[src/rtl/gate_check_sequencer.sv]
`default_nettype none
// ============================================================================
// Module   : gate_check_sequencer
// Brief    : Truth-table sweep that checks two implementations of one gate
//            against each other and against a golden table.
// Revision : 1.0 - initial release
// ============================================================================
module gate_check_sequencer #(
    parameter int unsigned              N_IN = 2,
    parameter int unsigned              HOLD = 1,
    parameter logic [(1<<N_IN)-1:0]     TT   = 4'b0001
) (
    input  logic            clk,
    input  logic            rst_n,
    input  logic            start,
    input  logic            abort,
    output logic [N_IN-1:0] vec_o,
    input  logic            s_a,
    input  logic            s_b,
    output logic            busy,
    output logic            done,
    output logic            pass,
    output logic [N_IN:0]   err_cnt,
    output logic [N_IN-1:0] first_fail,
    output logic            fail_vld
);

    localparam int unsigned     c_hcw       = (HOLD > 1) ? $clog2(HOLD) : 1;
    localparam logic [c_hcw-1:0] c_hold_last = c_hcw'(HOLD - 1);
    localparam logic [N_IN-1:0]  c_vec_last  = '1;

    typedef enum logic [1:0] {
        S_IDLE   = 2'd0,
        S_DRIVE  = 2'd1,
        S_SAMPLE = 2'd2,
        S_DONE   = 2'd3
    } state_t;

    state_t            r_state, w_state;
    logic [N_IN-1:0]   r_vec,   w_vec;
    logic [c_hcw-1:0]  r_hold,  w_hold;
    logic              r_busy,  w_busy;
    logic              r_done,  w_done;
    logic              r_pass,  w_pass;
    logic [N_IN:0]     r_err,   w_err;
    logic [N_IN-1:0]   r_ff,    w_ff;
    logic              r_fvld,  w_fvld;
    logic              w_row_fail;

    always_ff @(posedge clk or negedge rst_n) begin
        if (!rst_n) begin
            r_state <= S_IDLE;
            r_vec   <= '0;
            r_hold  <= '0;
            r_busy  <= 1'b0;
            r_done  <= 1'b0;
            r_pass  <= 1'b0;
            r_err   <= '0;
            r_ff    <= '0;
            r_fvld  <= 1'b0;
        end else begin
            r_state <= w_state;
            r_vec   <= w_vec;
            r_hold  <= w_hold;
            r_busy  <= w_busy;
            r_done  <= w_done;
            r_pass  <= w_pass;
            r_err   <= w_err;
            r_ff    <= w_ff;
            r_fvld  <= w_fvld;
        end
    end

    always_comb begin
        w_state    = r_state;
        w_vec      = r_vec;
        w_hold     = r_hold;
        w_busy     = r_busy;
        w_done     = 1'b0;
        w_pass     = r_pass;
        w_err      = r_err;
        w_ff       = r_ff;
        w_fvld     = r_fvld;
        w_row_fail = (s_a != s_b) || (s_a != TT[r_vec]) || (s_b != TT[r_vec]);

        case (r_state)
            S_IDLE: begin
                if (start) begin
                    w_state = S_DRIVE;
                    w_vec   = '0;
                    w_hold  = '0;
                    w_busy  = 1'b1;
                    w_pass  = 1'b0;
                    w_err   = '0;
                    w_ff    = '0;
                    w_fvld  = 1'b0;
                end
            end
            S_DRIVE: begin
                if (abort) begin
                    w_state = S_IDLE;
                    w_vec   = '0;
                    w_hold  = '0;
                    w_busy  = 1'b0;
                    w_pass  = 1'b0;
                end else begin
                    w_hold = r_hold + c_hcw'(1);
                    if (r_hold == c_hold_last) begin
                        w_state = S_SAMPLE;
                    end
                end
            end
            S_SAMPLE: begin
                // abort wins over the comparison: the row in flight is dropped
                if (abort) begin
                    w_state = S_IDLE;
                    w_vec   = '0;
                    w_hold  = '0;
                    w_busy  = 1'b0;
                    w_pass  = 1'b0;
                end else begin
                    if (w_row_fail) begin
                        w_err = r_err + (N_IN+1)'(1);
                        if (!r_fvld) begin
                            w_ff   = r_vec;
                            w_fvld = 1'b1;
                        end
                    end
                    if (r_vec == c_vec_last) begin
                        w_state = S_DONE;
                        w_busy  = 1'b0;
                        w_done  = 1'b1;
                        w_pass  = (w_err == '0);
                    end else begin
                        w_state = S_DRIVE;
                        w_vec   = r_vec + N_IN'(1);
                        w_hold  = '0;
                    end
                end
            end
            S_DONE: begin
                w_state = S_IDLE;
            end
            default: begin
                w_state = S_IDLE;
            end
        endcase
    end

    assign vec_o      = r_vec;
    assign busy       = r_busy;
    assign done       = r_done;
    assign pass       = r_pass;
    assign err_cnt    = r_err;
    assign first_fail = r_ff;
    assign fail_vld   = r_fvld;

endmodule
`default_nettype wire

[config.mk]
export PLATFORM = sky130hd
export DESIGN_NAME = gate_check_sequencer
export DESIGN_NICKNAME = d
export VERILOG_FILES = /design/src/rtl/gate_check_sequencer.sv
export SDC_FILE = /design/constraint.sdc
export NUM_CORES = 1
export LEC_CHECK = 0
export BUFFER_PORTS_ARGS = -buffer_cell sky130_fd_sc_hd__buf_2
export CORE_MARGIN = 3
export CORE_UTILIZATION = 40
export DETAILED_ROUTE_END_ITERATION = 6
export GPL_TIMING_DRIVEN = 0
export SETUP_SLACK_MARGIN = 0.2
export SYNTH_ARGS = -nofsm -noshare
export SYNTH_HDL_FRONTEND = slang
export SYNTH_SLANG_ARGS = --single-unit
[constraint.sdc]
create_clock -name clk -period 2.3 [get_ports clk]
set_clock_uncertainty 0.05 [all_clocks]
set_input_delay 0.575 -clock clk [delete_from_list [all_inputs] [get_ports clk]]
set_output_delay 0.575 -clock clk [all_outputs]
set_load 0.02 [all_outputs]
Yosys cells after proc, flatten, opt, wreduce, memory -nomap -nowiden

Cells that the tools add are included.

Bits in registers: 14
Output and inout port bits: 11
Word-level logic and storage cells: 83

Add/sub/neg operators: 3
Reduce and logical (&&, ||, !) cells: 13
Muxes and demuxes: 42
Eq/ne operators: 15
$lt $le $gt $ge: 1

Operator list:

| kind                                               | count |
|---|---|
| two-way mux 2 bit                                  | 12 |
| two-way mux 1 bit                                  | 16 |
| two-way mux 3 bit                                  | 5 |
| AND reduction 4 bit                                | 3 |
| inequality test 2 bit, second input constant       | 5 |
| inequality test 3 bit, second input constant       | 3 |
| one-hot mux 1 bit (3 select lines)                 | 3 |
| one-hot mux 2 bit (4 select lines)                 | 1 |
| == test 2 bit, second input constant               | 3 |
| one-hot mux 2 bit (3 select lines)                 | 1 |
| one-hot mux 3 bit (2 select lines)                 | 1 |
| AND reduction 3 bit                                | 2 |
| AND reduction 5 bit                                | 1 |
| one-hot mux 2 bit (2 select lines)                 | 1 |
| adder 3 x 1 -> 3 bit, second input constant        | 1 |
| logical NOT 3 bit                                  | 1 |
| < comparator 2 x 3 -> 1 bit, second input constant | 1 |
| inequality test 1 bit                              | 3 |
| nonzero test 3 bit                                 | 1 |
| adder 2 x 1 -> 2 bit, second input constant        | 1 |
| binary-select mux 1 bit (select 2 bit)             | 1 |
| == test 2 x 1 -> 1 bit, second input constant      | 1 |
| logical NOT 2 bit                                  | 1 |
| logical OR 1 bit                                   | 2 |
| other kinds (4)                                    | 4 |

Logic depth before layout (Yosys ltp)

Gate-level depths: netlist (run 1).

Depth in word-level cells: 12
Gate-level depth with buffers: 7

Worst setup path after synthesis (run 1)

Ideal clock, no wire load.

Path kind: reg-to-reg
From: register r_vec[0] (netlist: vec_o[0])
To: register r_err[0] (netlist: err_cnt[0])
Library setup time: 0.141 ns
Period minus slack after synthesis: 1.912 ns
Path slack: 0.388 ns
Arrival: 1.721 ns
Cell stages (with the launch flop): 8
Path through: dfrtp_1 -> inv_1 -> ha_1 -> and3_4 -> buf_6 -> or3_4 -> a31oi_1 -> o311ai_1

Longest elaborated chain between the ends: 10
Elaborated cells on any way between the ends: 11
Classes of those cells: eq/ne: 2; mux: 7; reduce/logical: 2

RTL lines:

| element                                   | RTL line | source |
|---|---|---|
| start, declared                           | 40       | `logic [N_IN-1:0] r_vec, w_vec;` |
| start signal, assigned                    | 63       | `r_vec <= w_vec;` |
| binary-select mux 1 bit (select 2 bit) *  | 84       | `w_row_fail = (s_a != s_b) \|\| (s_a != TT[r_vec]) \|\| (s_b != TT[r_vec]);` |
| two-way mux 1 bit (implied by the code) * | 84       |  |
| inequality test 1 bit                     | 84       |  |
| logical OR 1 bit                          | 84       |  |
| logical OR 1 bit *                        | 84       |  |
| two-way mux 3 bit *                       | 122      | `if (w_row_fail) begin` |
| two-way mux 3 bit *                       | 115      | `if (abort) begin` |
| two-way mux 3 bit *                       | 86       | `case (r_state)` |
| two-way mux 3 bit *                       | 115      |  |
| one-hot mux 3 bit (2 select lines) *      | 86       |  |
| end signal, assigned                      | 68       | `r_err <= w_err;` |
| end, declared                             | 45       | `logic [N_IN:0] r_err, w_err;` |

Every way passes the cells marked *; elsewhere a longest branch is shown, timed or not. The select of a mux whose other input is x is not followed.
A chain may end at the register's enable or synchronous reset.

Worst setup path after layout (run 1)

From: register r_vec[0] (netlist: vec_o[0])
To: register r_err[1] (netlist: err_cnt[1])

Same word-level chain as after synthesis.

==> results of run 1 <==
layout by cell type, fill, tap and decap left out, types with 2 or more instances in the layout:
cell type  instances
a21oi_1            3
a31o_2             2
a31oi_1            3
buf_2             16
clkbuf_4           3
dfrtp_1           14
ha_1               7
inv_1              9
nand2_1            6
nand2b_1           2
nand3b_1           2
nand4_1            2
nor2_1             7
nor2b_1            3
nor4_1             3
o211ai_1           2
o21ai_0            5
o311ai_1           2
cells in the mapped netlist (2+ instances only):
cell,n,area [sq um]
a21oi_1,3,15.0
a31o_2,2,17.5
a31oi_1,3,18.8
dfrtp_1,14,350
ha_1,7,87.6
inv_1,9,33.8
nand2_1,6,22.5
nand2b_1,2,12.5
nand3b_1,2,15.0
nand4_1,2,12.5
nor2_1,7,26.3
nor2b_1,3,18.8
nor4_1,3,18.8
o211ai_1,2,15.0
o21ai_0,5,25.0
o311ai_1,2,17.5
final timing paths:
kind / from / endpoint / cells past startpoint
max in group asynchronous: rst_n / done$_DFF_PN0_ / 1
min: rst_n / first_fail[0]$_DFFE_PN0P_ / 1
min reg2reg: pass$_DFFE_PN0P_ / pass$_DFFE_PN0P_ / 1
max reg2reg: vec_o[0]$_DFFE_PN0P_ / err_cnt[1]$_DFFE_PN0P_ / 7
max: vec_o[0]$_DFFE_PN0P_ / err_cnt[1]$_DFFE_PN0P_ / 7
min in group clk: pass$_DFFE_PN0P_ / pass$_DFFE_PN0P_ / 1
worst max-delay path, cell delays in order, from the launching register on:
cell	delay (ns)
dfrtp_1	0.41
inv_1	0.09
ha_1	0.24
and3_4	0.19
buf_6	0.12
or3_4	0.39
a31oi_1	0.19
o311ai_1	0.11
layer usage:
| layer | track usage [%] | share of wire, % |
|---|---|---|
| met3 | 3.38 | 5.8 |
| met1 | 20.9 | 45 |
| met5 | 0 | 0 |
| met4 | 6.38 | 0.62 |
| met2 | 27.3 | 48 |
cell type report:
| class | instances | area (sq um) |
|---|---|---|
| multi-input cells | 68 | 497 |
| flip-flops and latches | 14 | 350 |
| plain buffers | 3 | 20.0 |
| fillers | 211 | 991 |
| inverters | 9 | 33.8 |
| clock buffers | 4 | 36.3 |
| well taps | 27 | 33.8 |
| repair buffers | 16 | 80.1 |
registers in the layout (all words and copies together), names as in the netlist:
name and flops:
busy 1, done 1, err_cnt 3, fail_vld 1, first_fail 2, pass 1
r_hold 1, r_state 2, vec_o 2
report_power, final:
| group | leakage [nW] | internal (mW) | switching [mW] | total, mW |
|---|---|---|---|---|
| clock | 0.0210 | 0.0963 | 0.0907 | 0.187 |
| sequential | 0.189 | 0.297 | 0.0523 | 0.349 |
| combinational | 0.297 | 0.189 | 0.303 | 0.493 |
| total | 0.508 | 0.582 | 0.446 | 1.03 |
metrics by stage:
step | hold slack [ns] | power (mW) | instance area (sq um) | utilization [%]
after floorplan | 0.229 | 0.717 | 901 | -
after global placement | 0.431 | 0.836 | 1010 | 49.7
after CTS | 0.125 | 1.04 | 1050 | 51.5
final | 0.116 | 1.03 | 1050 | 51.5
after detailed placement | 0.430 | 0.853 | 1010 | 49.7
after global routing | 0.124 | 1.13 | 1050 | 51.5
cell families (layout without fill, tap and decap cells):
family,after synthesis,in the layout,synth area share [%]
flip-flops,14,14,38.9
AND/OR/NAND/NOR,34,34,23.5
AO/OA/AOI/OAI,24,24,18.6
multiplexers,2,2,2.36
buffers and inverters,12,32,5.97
XOR/XNOR,1,1,0.972
adder cells (fa/ha/maj),7,7,9.72
==> flow_metrics.tcl, run 1 <==
set metrics [dict create \
    max_slew_margin_pct 68.9 \
    ys_ff_latch 14 \
    clk_transition_reported_paths_ns 0.10 \
    boundaryPins 17 \
    cp_data_arrival_time_ns 2.02 \
    area_growth_pct 16.7 \
    setup_viol 0 \
    antenna_found_initial 0 \
    syn_inst 94 \
    worst_pin_slew_ns 0.464 \
    numCtsBuffers 3 \
    drcViolationCount 0 \
    layout.nets 128 \
    cts_tree "yes" \
    ctsResizeCount 0 \
    ys_types 38 \
    insertion_delay_ns 0.29 \
    cts_sinks 14 \
    synth_edf_count 0 \
    fp.coreArea_sq_um 2040 \
    synth_flop_cell "dfrtp_1" \
    endpoint_kind "flip-flop" \
    dp_hpwl_microns 1540 \
    die_area_sq_um 2860 \
    drive_gt1_share_pct 27.2 \
    irDropWorstVdd_mv 0.510 \
    finalNonFillerCells 141 \
    drv_slew 0 \
    finalWirelength_microns 1940 \
    critPathLaunchType "flip-flop" \
    cts_root_buf "clkbuf_4" \
    p_per_area_nw_per_um2 979 \
    ant_nets 0 \
    hold_buffers 0 \
    crit_fanout 7 \
    finalWorstSetupSlack_ns 0.398 \
    initial_core_util_pct 44.1 \
    drv_cap 0 \
    pre_cts_slack_ns 0.390 \
    leakage_nw 0.508 \
    rsz0062_at_grt "false" \
    gp_congestion 0.819 \
    routedWlPerCell_microns 13.8 \
    layout_min_cycle_time_ns 1.90 \
    grt.overflow.total 0 \
    syn_nets 107 \
    yosys_warnings 0 \
    diodes 0 \
    reg2reg_slack_ns 0.40 \
    grt_pass1_wl_microns 3360 \
    grt_max_degree 15 \
    cp_data_required_time_ns 2.42 \
    htreeDepth 1 \
    fin_setup_tns_ns 0 \
    rows 16 \
    ys_async_sr_fraction_pct 100 \
    fmax_ghz 0.526 \
    die_w_microns 53.5 \
    cts_setup_buffers 0 \
    vias 773 \
    hp-class "in2async" \
    syn_area_sq_um 901 \
    status "complete, no violations" \
    finalHoldViolCount 0 \
    clk_path_buf_depth 2 \
    io_buffers 16 \
    grt_pass1_vias 742 \
    viasPerCell 5.48 \
    syn_avg_cell_area_sq_um 9.58 \
    chipHeight_microns 53.5 \
    post-place-cells 137 \
    drt_first_pass_iters 4 \
    fin_crit_sh_pct 82.7 \
    grtUsageTotal_pct 16.6 \
    crit_type "reg2reg" \
    seq_area_frac_synth_pct 38.9 \
    drt_iter0_markers 19 \
]
(Power assumes the default switching activity.)
==> run 2: changes to the inputs <==
clock period = 1.6 ns   (was 2.3 ns; I/O delays follow)
==> run 2 against run 1 <==
The flow now finishes with violations (negative setup slack). Register-to-register slack got worse by 0.53 ns. Sequential share of layout area decreased by 10 points. Total power is 120% higher. Clock power increased by 39%. Cell area is 45% higher. Flip-flop and latch count unchanged. First-iteration DRC count rose by 37%. Utilization increased by 23 points. Worst hold slack gained 0.35 ns. Global-route usage rose by 4.1 points. Critical path type unchanged. Largest cell class unchanged.
==> flow_metrics.tcl, run 2 (synthesis results as in run 1) <==
set metrics [dict create \
    hold_end "pass$_DFFE_PN0P_" \
    rsz0062_at_grt "true" \
    dp_hpwl_microns 1470 \
    boundaryPins 17 \
    drt_first_pass_iters 4 \
    viasPerCell 5.49 \
    cts_root_buf "clkbuf_4" \
    max_slew_margin_pct 75.1 \
    reg2reg_slack_ns -0.13 \
    crit_type "reg2reg" \
    finalWirelength_microns 2710 \
    r2r_end "err_cnt[1]$_DFFE_PN0P_" \
    grt_pass1_vias 893 \
    final_common_cell "buf_4" \
    setup_viol 8 \
    p_per_area_nw_per_um2 1460 \
    status "finished, violations left" \
    critPathLaunchType "flip-flop" \
    cp_data_arrival_time_ns 1.83 \
    clk_transition_reported_paths_ns 0.09 \
    p_total_mw 2.22 \
    layout_min_cycle_time_ns 1.73 \
    chipHeight_microns 53.5 \
    pre_cts_slack_ns -0.230 \
    worst_pin_slew_ns 0.370 \
    diodes 0 \
    placedInstanceArea_sq_um 1040 \
    layout.nets 157 \
    leakage_nw 0.701 \
    cp_data_required_time_ns 1.70 \
    nFillCells 149 \
    finalHoldViolCount 0 \
    crit_family "simple AND/OR/NAND/NOR gates" \
    numCtsBuffers 3 \
    vias 934 \
    gp_congestion 0.826 \
    grtUsageTotal_pct 20.6 \
    die_w_microns 53.5 \
    slowest_delay_ns 0.39 \
    largest_reg_flops 3 \
    slowest_stage "or3_4" \
    io_buffers 16 \
    fp.coreArea_sq_um 2040 \
    hold_path_depth 1 \
    drt_iter0_markers 26 \
    multi_input_area_sq_um 686 \
    failed_checks "negative setup slack" \
    cts_tree "yes" \
    grt_max_degree 15 \
    crit_fanout 5 \
    clk_path_buf_depth 2 \
    drive_gt1_share_pct 60.8 \
    seq_area_sq_um 354 \
    drcViolationCount 0 \
    reg2reg_depth 7 \
    ant_nets 0 \
    drv_slew 0 \
    routedWlPerCell_microns 15.9 \
    finalWorstSetupSlack_ns -0.127 \
    rows 16 \
    irDropWorstVdd_mv 1.07 \
    grt.overflow.total 0 \
    hp-start "pass$_DFFE_PN0P_" \
    area_growth_pct 69.0 \
    antenna_found_initial 0 \
    initial_core_util_pct 44.1 \
    fin_crit_sh_pct 108 \
    insertion_delay_ns 0.28 \
    whs_ns 0.464 \
    worstPathCellList "inv_2 > ha_4 > and3_4 > buf_6 > or3_4 > a31oi_1 > o311ai_1" \
    final_cell_mix "buf_4 (20), buf_2 (13), buf_6 (12)" \
    endpoint_kind "flip-flop" \
    stdcell_area_sq_um 1520 \
    grt_pass1_wl_microns 4100 \
    fmax_ghz 0.579 \
    htreeDepth 1 \
    r2r_start "vec_o[1]$_DFFE_PN0P_" \
    cts_sinks 14 \
    crit_buf_inv 2 \
    drv_cap 0 \
    hp-class "reg2reg" \
    die_area_sq_um 2860 \
]
==> run 2: cell types whose count changed in the layout (fill, tap and decap cells not counted), sizes merged <==
cell and delta:
buf +28, dlygate4sd3 +1
==> run 2: how the worst max path moves through the flow <==
| stage | start | endpoint | slack [ns] | cells past startpoint |
|---|---|---|---|---|
| after global routing | vec_o[1]$_DFFE_PN0P_ | err_cnt[1]$_DFFE_PN0P_ | -0.17 | 7 |
| after floorplan | vec_o[0]$_DFFE_PN0P_ | err_cnt[0]$_DFFE_PN0P_ | -0.12 | 7 |
| final | vec_o[1]$_DFFE_PN0P_ | err_cnt[1]$_DFFE_PN0P_ | -0.13 | 7 |
| after CTS | vec_o[1]$_DFFE_PN0P_ | err_cnt[0]$_DFFE_PN0P_ | -0.10 | 7 |
| after global placement | r_state[0]$_DFFE_PN0P_ | pass$_DFFE_PN0P_ | -0.17 | 7 |
| after detailed placement | r_state[0]$_DFFE_PN0P_ | r_hold$_DFFE_PN0P_ | -0.23 | 6 |
==> run 2: worst register-to-register path, delay by kind of cell (launching register included) <==
kind,cells,cell delay (ns)
AOI/OAI and AO/OA,2,0.30
adders and majority gates,1,0.16
buffers and inverters,2,0.17
DFF,1,0.38
and+or+nand+nor,2,0.53
==> run 2: layout make-up <==
| type | instances | area share, % |
|---|---|---|
| Multi-Input combinational cell | 68 | 45.0 |
| Clock buffer | 4 | 2.38 |
| Buffer | 3 | 1.97 |
| Tap cell | 27 | 2.22 |
| Sequential cell | 14 | 23.3 |
| Inverter | 9 | 2.22 |
| Timing Repair Buffer | 45 | 22.9 |
==> run 2: what timing repair did <==
item / CTS / global route
hold buffers: 1 / 0
gates resized for setup: 38 / 14
setup buffers: 19 / 9
pin swaps: 18 / 15
endpoints found under the hold margin: 14 / 0
endpoints found under the setup margin: 14 / 17
==> run 2: stage by stage <==
stage	std cells	TNS (ns)	util [%]
5_1_grt	170	-1.30	74.6
3_5_place_dp	137	-1.30	50.9
4_1_cts	161	-0.325	68.3
2_1_floorplan	94	-0.361	-
3_3_place_gp	137	-1.04	50.9
6_report	170	-0.583	74.6
==> run 2: power by group <==
| part | internal (mW) | total [mW] | leakage [nW] | switching [mW] |
|---|---|---|---|---|
| clock | 0.138 | 0.260 | 0.0210 | 0.122 |
| sequential | 0.430 | 0.519 | 0.185 | 0.0892 |
| combinational | 0.742 | 1.44 | 0.496 | 0.696 |
==> run 2: routing by layer <==
metal  wire length [microns]  share of wire (%)  vias to the layer above  global-route usage (%)
met5                       0                  0                        -                       0
met1                    1150                 43                      454                    23.0
met4                       7               0.26                        0                    8.51
met3                     138                5.1                        2                    3.38
li1                        -                  -                      444                       -
met2                    1410                 52                       34                    38.0
